## config.mk

```make
export PLATFORM = sky130hd
export DESIGN_NAME = kernel_result_fifo
export DESIGN_NICKNAME = d
export VERILOG_FILES = /design/src/rtl/mixpix_pkg.sv /design/src/rtl/sync_fifo_fwft.sv /design/src/rtl/kernel_result_fifo.sv
export SDC_FILE = /design/constraint.sdc
export NUM_CORES = 1
export LEC_CHECK = 0
export CAP_MARGIN = 20
export CORE_ASPECT_RATIO = 0.9
export CORE_MARGIN = 5
export CORE_UTILIZATION = 55
export DETAILED_ROUTE_END_ITERATION = 12
export PLACE_DENSITY = 0.76
export SETUP_SLACK_MARGIN = 0.2
export SKIP_LAST_GASP = 1
export SLEW_MARGIN = 20
export SYNTH_ARGS = -nofsm -noshare
export SYNTH_HDL_FRONTEND = slang
export SYNTH_HIERARCHICAL = 1
export SYNTH_SLANG_ARGS = --single-unit
```

## constraint.sdc

```tcl
create_clock -name clk -period 8.71 [get_ports clk]
set_input_delay 1.742 -clock clk [delete_from_list [all_inputs] [get_ports clk]]
set_output_delay 1.742 -clock clk [all_outputs]
set_load 0.01 [all_outputs]
```

## src/rtl/mixpix_pkg.sv

```systemverilog
// Shared definitions for the mixpix kernel-result path.
// Covers the entry layout, FIFO defaults, the Wishbone register map and head-word packing.
package mixpix_pkg;

   localparam int DATA_LSB  = 0;
   localparam int TAG_LSB   = 16;
   localparam int VALID_BIT = 31;
   localparam int DATA_W    = 16;
   localparam int TAG_W     = 4;
   localparam int ENTRY_W   = 20;

   localparam int FIFO_DEPTH_DEF      = 8;
   localparam int FIFO_AW_DEF         = 3;
   localparam int FIFO_IRQ_THRESH_DEF = 4;

   localparam logic [7:0] WB_FIFO_DATA   = 8'd32;
   localparam logic [7:0] WB_FIFO_STATUS = 8'd36;
   localparam logic [7:0] WB_FIFO_CLR    = 8'd40;

   typedef struct packed {
      logic [TAG_W-1:0]  tag;
      logic [DATA_W-1:0] data;
   } entry_t;

   function automatic logic [31:0] head_word(input logic valid, input entry_t entry);
      logic [31:0] w_word;
      w_word = 32'h0000_0000;
      if (valid) begin
         w_word[VALID_BIT]            = 1'b1;
         w_word[TAG_LSB +: TAG_W]     = entry.tag;
         w_word[DATA_LSB +: DATA_W]   = entry.data;
      end else begin
         w_word = 32'h0000_0000;
      end
      return w_word;
   endfunction

   function automatic logic [7:0] sat_inc8(input logic [7:0] value);
      logic [7:0] w_next;
      if (value == 8'hFF) begin
         w_next = value;
      end else begin
         w_next = value + 8'd1;
      end
      return w_next;
   endfunction

endpackage

```

## src/rtl/sync_fifo_fwft.sv

```systemverilog
// First-word-fall-through storage: memory, wrapping pointers and occupancy count.
// Callers only issue write/read strobes that are already legal for the current occupancy.
module sync_fifo_fwft
   import mixpix_pkg::*;
#(
   parameter int DEPTH = FIFO_DEPTH_DEF,
   parameter int AW    = FIFO_AW_DEF,
   parameter int W     = ENTRY_W
) (
   input  logic         clk,
   input  logic         reset,
   input  logic         i_clr,
   input  logic         i_wr_en,
   input  logic [W-1:0] i_wr_data,
   input  logic         i_rd_en,
   output logic [W-1:0] o_rd_data,
   output logic [AW:0]  o_count
);

   logic [W-1:0]  r_mem [DEPTH];
   logic [AW-1:0] r_wr_ptr;
   logic [AW-1:0] r_rd_ptr;
   logic [AW:0]   r_count;

   // Storage array; left unreset because the wrapper masks the head while empty.
   always_ff @(posedge clk) begin
      if (i_wr_en) begin
         r_mem[r_wr_ptr] <= i_wr_data;
      end
   end

   // Pointer and occupancy bookkeeping; a flush behaves like reset.
   always_ff @(posedge clk) begin
      if (reset || i_clr) begin
         r_wr_ptr <= {AW{1'b0}};
         r_rd_ptr <= {AW{1'b0}};
         r_count  <= {(AW+1){1'b0}};
      end else begin
         if (i_wr_en) begin
            r_wr_ptr <= r_wr_ptr + AW'(1);
         end
         if (i_rd_en) begin
            r_rd_ptr <= r_rd_ptr + AW'(1);
         end
         case ({i_wr_en, i_rd_en})
            2'b10:   r_count <= r_count + (AW+1)'(1);
            2'b01:   r_count <= r_count - (AW+1)'(1);
            default: r_count <= r_count;
         endcase
      end
   end

   assign o_rd_data = r_mem[r_rd_ptr];
   assign o_count   = r_count;

endmodule

```

## src/rtl/kernel_result_fifo.sv

```systemverilog
// Captures kernel results on the rising edge of kernel_done_i into an FWFT FIFO,
// with overflow/underflow accounting and a registered occupancy-threshold interrupt.
module kernel_result_fifo
   import mixpix_pkg::*;
#(
   parameter int DEPTH      = FIFO_DEPTH_DEF,
   parameter int AW         = FIFO_AW_DEF,
   parameter int IRQ_THRESH = FIFO_IRQ_THRESH_DEF
) (
   input  logic          clk,
   input  logic          reset,
   input  logic          kernel_done_i,
   input  logic [15:0]   data_i,
   input  logic [3:0]    tag_i,
   input  logic          rd_en_i,
   input  logic          clr_i,
   output logic [31:0]   rd_data_o,
   output logic [AW:0]   count_o,
   output logic          empty_o,
   output logic          full_o,
   output logic [7:0]    ovf_cnt_o,
   output logic          udf_o,
   output logic          irq_o
);

   localparam logic [AW:0] DEPTH_C  = (AW+1)'(DEPTH);
   localparam logic [AW:0] THRESH_C = (AW+1)'(IRQ_THRESH);

   logic        r_done_q;
   logic [7:0]  r_ovf_cnt;
   logic        r_udf;
   logic        r_irq;

   logic        w_push_req;
   logic        w_push_ok;
   logic        w_pop_ok;
   logic        w_ovf_evt;
   logic        w_udf_evt;
   logic        w_empty;
   logic        w_full;
   logic [AW:0] w_count;
   logic [AW:0] w_count_nxt;
   entry_t      w_entry;
   entry_t      w_head;

   assign w_entry    = '{tag: tag_i, data: data_i};
   assign w_push_req = kernel_done_i & ~r_done_q;
   assign w_empty    = (w_count == {(AW+1){1'b0}});
   assign w_full     = (w_count == DEPTH_C);

   // Arbitrate flush, push and pop; a pop on a full FIFO frees the slot for a same-cycle push.
   always_comb begin
      w_push_ok   = 1'b0;
      w_pop_ok    = 1'b0;
      w_ovf_evt   = 1'b0;
      w_udf_evt   = 1'b0;
      w_count_nxt = w_count;
      if (clr_i) begin
         w_count_nxt = {(AW+1){1'b0}};
      end else begin
         w_pop_ok  = rd_en_i & ~w_empty;
         w_udf_evt = rd_en_i & w_empty;
         w_push_ok = w_push_req & (~w_full | w_pop_ok);
         w_ovf_evt = w_push_req & w_full & ~w_pop_ok;
         case ({w_push_ok, w_pop_ok})
            2'b10:   w_count_nxt = w_count + (AW+1)'(1);
            2'b01:   w_count_nxt = w_count - (AW+1)'(1);
            default: w_count_nxt = w_count;
         endcase
      end
   end

   // Edge register, sticky status and interrupt (irq follows next-state occupancy).
   always_ff @(posedge clk) begin
      if (reset) begin
         r_done_q  <= 1'b0;
         r_ovf_cnt <= 8'd0;
         r_udf     <= 1'b0;
         r_irq     <= 1'b0;
      end else begin
         r_done_q <= kernel_done_i;
         r_irq    <= (w_count_nxt >= THRESH_C);
         if (clr_i) begin
            r_ovf_cnt <= 8'd0;
            r_udf     <= 1'b0;
         end else begin
            if (w_ovf_evt) begin
               r_ovf_cnt <= sat_inc8(r_ovf_cnt);
            end
            if (w_udf_evt) begin
               r_udf <= 1'b1;
            end
         end
      end
   end

   sync_fifo_fwft #(
      .DEPTH (DEPTH),
      .AW    (AW),
      .W     (ENTRY_W)
   ) u_fifo (
      .clk       (clk),
      .reset     (reset),
      .i_clr     (clr_i),
      .i_wr_en   (w_push_ok),
      .i_wr_data (w_entry),
      .i_rd_en   (w_pop_ok),
      .o_rd_data (w_head),
      .o_count   (w_count)
   );

   assign rd_data_o = head_word(~w_empty, w_head);
   assign count_o   = w_count;
   assign empty_o   = w_empty;
   assign full_o    = w_full;
   assign ovf_cnt_o = r_ovf_cnt;
   assign udf_o     = r_udf;
   assign irq_o     = r_irq;

endmodule
```

* Yosys cells after proc, flatten, opt, wreduce, memory -nomap -nowiden
Memory sizes are Yosys's and may differ from the RTL's. A register that Yosys moved wholly into a read port is not among the register bits.
Cells that the tools add are included.
** Storage, ports and cells
- Register bits after elaboration :: 21
- Bits in latches :: 0
- RAM bits :: 160
- ROM bits :: 0
- Input port bits :: 25
- Output and inout bits :: 48
- Word-level logic and storage cells :: 50
- Memories kept :: 1
** Memories
- u_fifo.r_mem :: depth 8, bits a word 20, read ports 1, clocked after Yosys merged registers in 1, write ports 1, RTL line sync_fifo_fwft.sv:20 : logic [W-1:0] r_mem [DEPTH];
** Operators by class
- $add $sub $neg :: 5
- $mul :: 0
- Div/mod/pow operators :: 0
- Order comparisons :: 1
- Equality and inequality tests :: 6
- Shifts and indexed selects :: 0
- Mux-type cells :: 13
- Bitwise logic cells :: 12
- Reductions and logical operators :: 5
** Operators by type and width (number)
- $mux W20 :: 1
- $pmux W4 S2 :: 2
- $add A8 B1 Y8 const B :: 1
- $eq A8 B8 Y1 const B :: 1
- $mux W1 :: 7
- $add A3 B1 Y3 const B :: 2
- $and A1 B1 Y1 :: 6
- $mux W3 :: 2
- $not A1 Y1 :: 5
- $add A4 B1 Y4 const B :: 1
- $eq A2 B1 Y1 const B :: 2
- $eq A2 B2 Y1 const B :: 2
- $eq A4 B4 Y1 const B :: 1
- $ge A4 B3 Y1 const B :: 1
- $logic_not A4 Y1 :: 1
- $mux W4 :: 1
- $sub A4 B1 Y4 const B :: 1
- $reduce_and A2 Y1 :: 1
- $reduce_bool A2 Y1 :: 1
- $reduce_or A2 Y1 :: 1
- $logic_or A1 B1 Y1 :: 1
- $or A1 B1 Y1 :: 1

* Logic depth before layout (Yosys ltp)
- Word-level depth :: 9
- Depth in mapped cells :: 12
- Depth with buffers taken out :: 11

* Modules after synthesis
The synthesis kept the hierarchy.
** Modules (own cells, without submodules)
- sync_fifo_fwft :: instances 1, cells an instance 302, area each 6782.8 µm², seq. area each 5064.9 µm²
- kernel_result_fifo :: instances 1, cells an instance 125, area each 944.7 µm², seq. area each 220.2 µm²

* Least setup slack after synthesis
OpenSTA, ideal clock, no wires.
- Kind :: input port to flip-flop
- Start :: in kernel_done_i
- End :: mem u_fifo/r_mem[0][0] (netlist bit), enable pin
- Arrival time :: 3.869 ns
- Required time :: 8.288 ns
- Path slack :: 4.419 ns
- Stages on the path :: 5
- Path buffers :: 0
- Path through :: nand2b_1 -> o21bai_1 -> nor2_1 -> nand2b_1 -> nor3_1
** On the way
- Longest elaborated chain between the ends :: 5
** Ends and longest elaborated chain
- start, declared :: RTL line kernel_result_fifo.sv:12 : input logic kernel_done_i,
- $and A1 B1 Y1 :: RTL line kernel_result_fifo.sv:47 : assign w_push_req = kernel_done_i & ~r_done_q;
- $and A1 B1 Y1 :: RTL line kernel_result_fifo.sv:63 : w_push_ok = w_push_req & (~w_full | w_pop_ok);
- $mux W1 :: RTL line kernel_result_fifo.sv:58 : if (clr_i) begin
- via w_push_ok :: RTL line kernel_result_fifo.sv:35 : logic w_push_ok;
- $mux W1 :: RTL line sync_fifo_fwft.sv:27 : if (i_wr_en) begin
- $mux W1 (not written as such) :: RTL line sync_fifo_fwft.sv:28 : r_mem[r_wr_ptr] <= i_wr_data;
- end, declared :: RTL line sync_fifo_fwft.sv:20
The timed path passes the listed nets, and every way through them passes these cells.

==> impl_metrics.json <==
{
  "status": "completed",
  "drt_iter0_drc": 228,
  "ys_seq_elements": 184,
  "fin_crit_ns": 4.62,
  "grtUsageTotal_pct": 18.3,
  "routabilityCongestion": 0.816,
  "synth-seq-area-share_pct": 68.4,
  "drc": 0,
  "hold_viol": 0,
  "reg2regPathDepth": 11,
  "layout_common_cells": "edfxtp_1 (160), clkdlybuf4s50_1 (61), mux4_1 (40)",
  "io_buffers": 61,
  "worstPathMaxFanout": 40,
  "min_period_over_period_pct": 53.1,
  "hpwlAfterDp_mm": 8.36,
  "cts_resized": 0,
  "drive_above_1_share_pct": 14.7,
  "p_total_mw": 1.74,
  "cp.arrival_ns": 2.88,
  "wl_per_cell_um": 20.3,
  "holdPathStages": 2,
  "setup_violations": 0,
  "nets": 532,
  "areaGrowthSynthToFinish_pct": 17.7,
  "worstHoldStart": "udf_o$_SDFFE_PP0P_",
  "vias": 4042,
  "rows": 41,
  "skew_ns": 0.00570,
  "reg2reg_to": "u_fifo/o_count[2]$_SDFFE_PP0P_",
  "cts.htree.levels": 4,
  "start_kind": "register",
  "crit_chain": "buf_4, mux4_1, mux2_2, nor2b_1, clkdlybuf4s50_1",
  "clk_pin_slew_ns": 0.06,
  "synth_cells": 427,
  "rsz0062_at_grt": "no",
  "slowest_stage": "mux4_1",
  "ant_nets": 0,
  "r2r_slack_ns": 5.66,
  "grt_start_max_net_pins": 41,
  "antenna_found_initial": 0,
  "cts_tree": "built",
  "instances_no_fill": 704,
  "cp.depth": 5,
  "cp_slowest_stage_delay_ns": 0.68,
  "grt_pass1_wl_mm": 22.3,
  "path_class": "reg2out",
  "end_kind": "output pin",
  "overflow": 0,
  "num_antenna_cells": 0,
  "slew_viol_final": 0,
  "initial_core_util_pct": 55.6,
  "ios": 73,
  "wl_mm": 14.3,
  "grt_pass1_vias": 4047,
  "final_common_cell": "edfxtp_1",
  "postCtsSetupRepairBufs": 0,
  "yosysWarnings": 6,
  "die_x_um": 135,
  "p_leak_nw": 2.92,
  "viasPerCell": 5.74,
  "ir_drop_uv": 178,
  "cp_top_family": "buffers and inverters",
  "path_buf_inv": 2,
  "critical_path_required_ns": 6.97,
  "clockBufferDepth": 2,
  "cellPowerDensity_nw_per_um2": 192,
  "synth_area_um2": 7730,
  "max_cap_violations": 0,
  "holdPathEnd": "udf_o$_SDFFE_PP0P_",
  "die_h_um": 122,
  "die_area_um2": 16500,
  "cts_buffers": 17,
  "netlist-cell-type-count": 44,
  "numClockSinks": 184,
  "cts_root_buf": "clkbuf_16",
  "fin_tns_setup_ns": 0,
  "syn_avg_cell_area_um2": 18.1,
  "reg2reg_from": "u_fifo/o_count[1]$_SDFFE_PP0P_",
  "clk_latency_ns": 0.43,
  "fmax_mhz": 216,
  "hold_buffers": 0,
  "core-area_um2": 13900,
  "hold_path.class": "reg2reg",
  "drt-pass1-iter-count": 4,
  "dp_cells": 673,
  "relSlewSlack_pct": 54.8,
  "max_slew.worst_pin.slew_ns": 0.678
}
==> report_power, final <==
part / leakage, nW / internal, mW / switching, mW / total, mW
Clock: 0.264 / 0.395 / 0.322 / 0.717
Combinational: 1.02 / 0.0285 / 0.0311 / 0.0595
Sequential: 1.64 / 0.963 / 0.00242 / 0.965
Total: 2.92 / 1.39 / 0.355 / 1.74
==> metrics by stage <==
| step | utilization (%) | worst slack, ns | instance area (um2) | hold slack [ns] |
|---|---|---|---|---|
| 6_report | 65.4 | 4.09 | 9090 | 0.501 |
| 5_1_grt | 65.4 | 3.99 | 9090 | 0.536 |
| 4_1_cts | 65.4 | 4.04 | 9090 | 0.506 |
| 3_5_place_dp | 61.4 | 4.22 | 8540 | 0.489 |
| 3_3_place_gp | 61.4 | 4.32 | 8540 | 0.469 |
| 2_1_floorplan | - | 4.42 | 7760 | 0.485 |
==> cell usage after synthesis <==
master / n / area share [%]
a2111oi_0: 1 / 0.11
a211o_1: 1 / 0.11
a21oi_1: 12 / 0.78
a31o_2: 1 / 0.11
a31oi_1: 2 / 0.16
and4_1: 1 / 0.11
buf_1: 3 / 0.15
buf_2: 1 / 0.065
buf_4: 12 / 1.2
buf_6: 6 / 0.87
clkbuf_1: 9 / 0.44
conb_1: 1 / 0.049
dfxtp_1: 24 / 6.2
edfxtp_1: 160 / 62
ha_1: 8 / 1.3
inv_1: 6 / 0.29
mux2_2: 20 / 2.9
mux2i_1: 3 / 0.39
mux4_1: 40 / 14
nand2_1: 8 / 0.39
nand2b_1: 8 / 0.65
nand3_1: 7 / 0.45
nand3b_1: 2 / 0.19
nand4_1: 2 / 0.16
nor2_1: 21 / 1.0
nor2b_1: 24 / 1.9
nor3_1: 4 / 0.26
nor3b_1: 1 / 0.097
nor4_1: 4 / 0.32
nor4b_1: 2 / 0.23
o21ai_0: 6 / 0.39
o21bai_1: 1 / 0.097
o221ai_1: 1 / 0.11
o311ai_0: 1 / 0.11
o31ai_1: 4 / 0.39
o41ai_1: 3 / 0.34
or2_1: 1 / 0.081
or2_2: 1 / 0.081
or3_1: 2 / 0.16
or4_1: 4 / 0.39
or4_4: 1 / 0.15
or4b_4: 1 / 0.18
xnor2_1: 2 / 0.23
xor2_1: 5 / 0.57
==> worst register-to-register path, delay by kind of cell, from the launching register on <==
kind	cells	cell delay, ns
flops	1	0.65
buf+inv	1	0.20
fa+ha+maj	2	0.52
compound gates	2	0.20
xor+xnor	2	0.37
simple gates	4	1.03
==> registers in the layout, summed over array words and instances, names as in the netlist, named ones only <==
name,flops
r_done_q,1
u_fifo/r_mem,160
irq_o,1
ovf_cnt_o,8
u_fifo/o_count,4
u_fifo/r_wr_ptr,3
u_fifo/r_rd_ptr,3
udf_o,1
==> final cells by class <==
class | instances | area [um2]
repair buffers | 74 | 708
well taps | 193 | 241
clock inverters | 13 | 125
flip-flops and latches | 184 | 5290
multi-input cells | 216 | 2280
clock buffers | 18 | 429
fillers | 911 | 4810
inverters | 6 | 22.5
==> cell families after synthesis <==
group | synth area share [%]
buffers and inverters | 2.98
xor gates and xnor gates | 0.793
adders and majority gates | 1.30
and+or+nand+nor | 6.87
other | 0.0485
AOI/OAI and AO/OA | 2.72
muxes | 16.9
DFF | 68.4
==> routing by layer <==
layer,global-route usage [%],up-vias,wire [um]
li1,-,1851,-
met1,23.6,2056,6060
met2,30.4,117,7240
met3,4.59,18,765
met4,6.61,0,212
met5,0,-,0
==> worst max-delay path by stage <==
stage	from	endpoint	slack [ns]
2_1_floorplan	kernel_done_i	u_fifo/r_mem[0][0]$_DFFE_PP_	4.42
3_3_place_gp	kernel_done_i	u_fifo/o_count[2]$_SDFFE_PP0P_	4.32
3_5_place_dp	kernel_done_i	u_fifo/o_count[2]$_SDFFE_PP0P_	4.22
4_1_cts	register	rd_data_o[7]	4.04
5_1_grt	register	rd_data_o[7]	3.99
6_report	register	rd_data_o[18]	4.09
(Power assumes the default switching activity.)
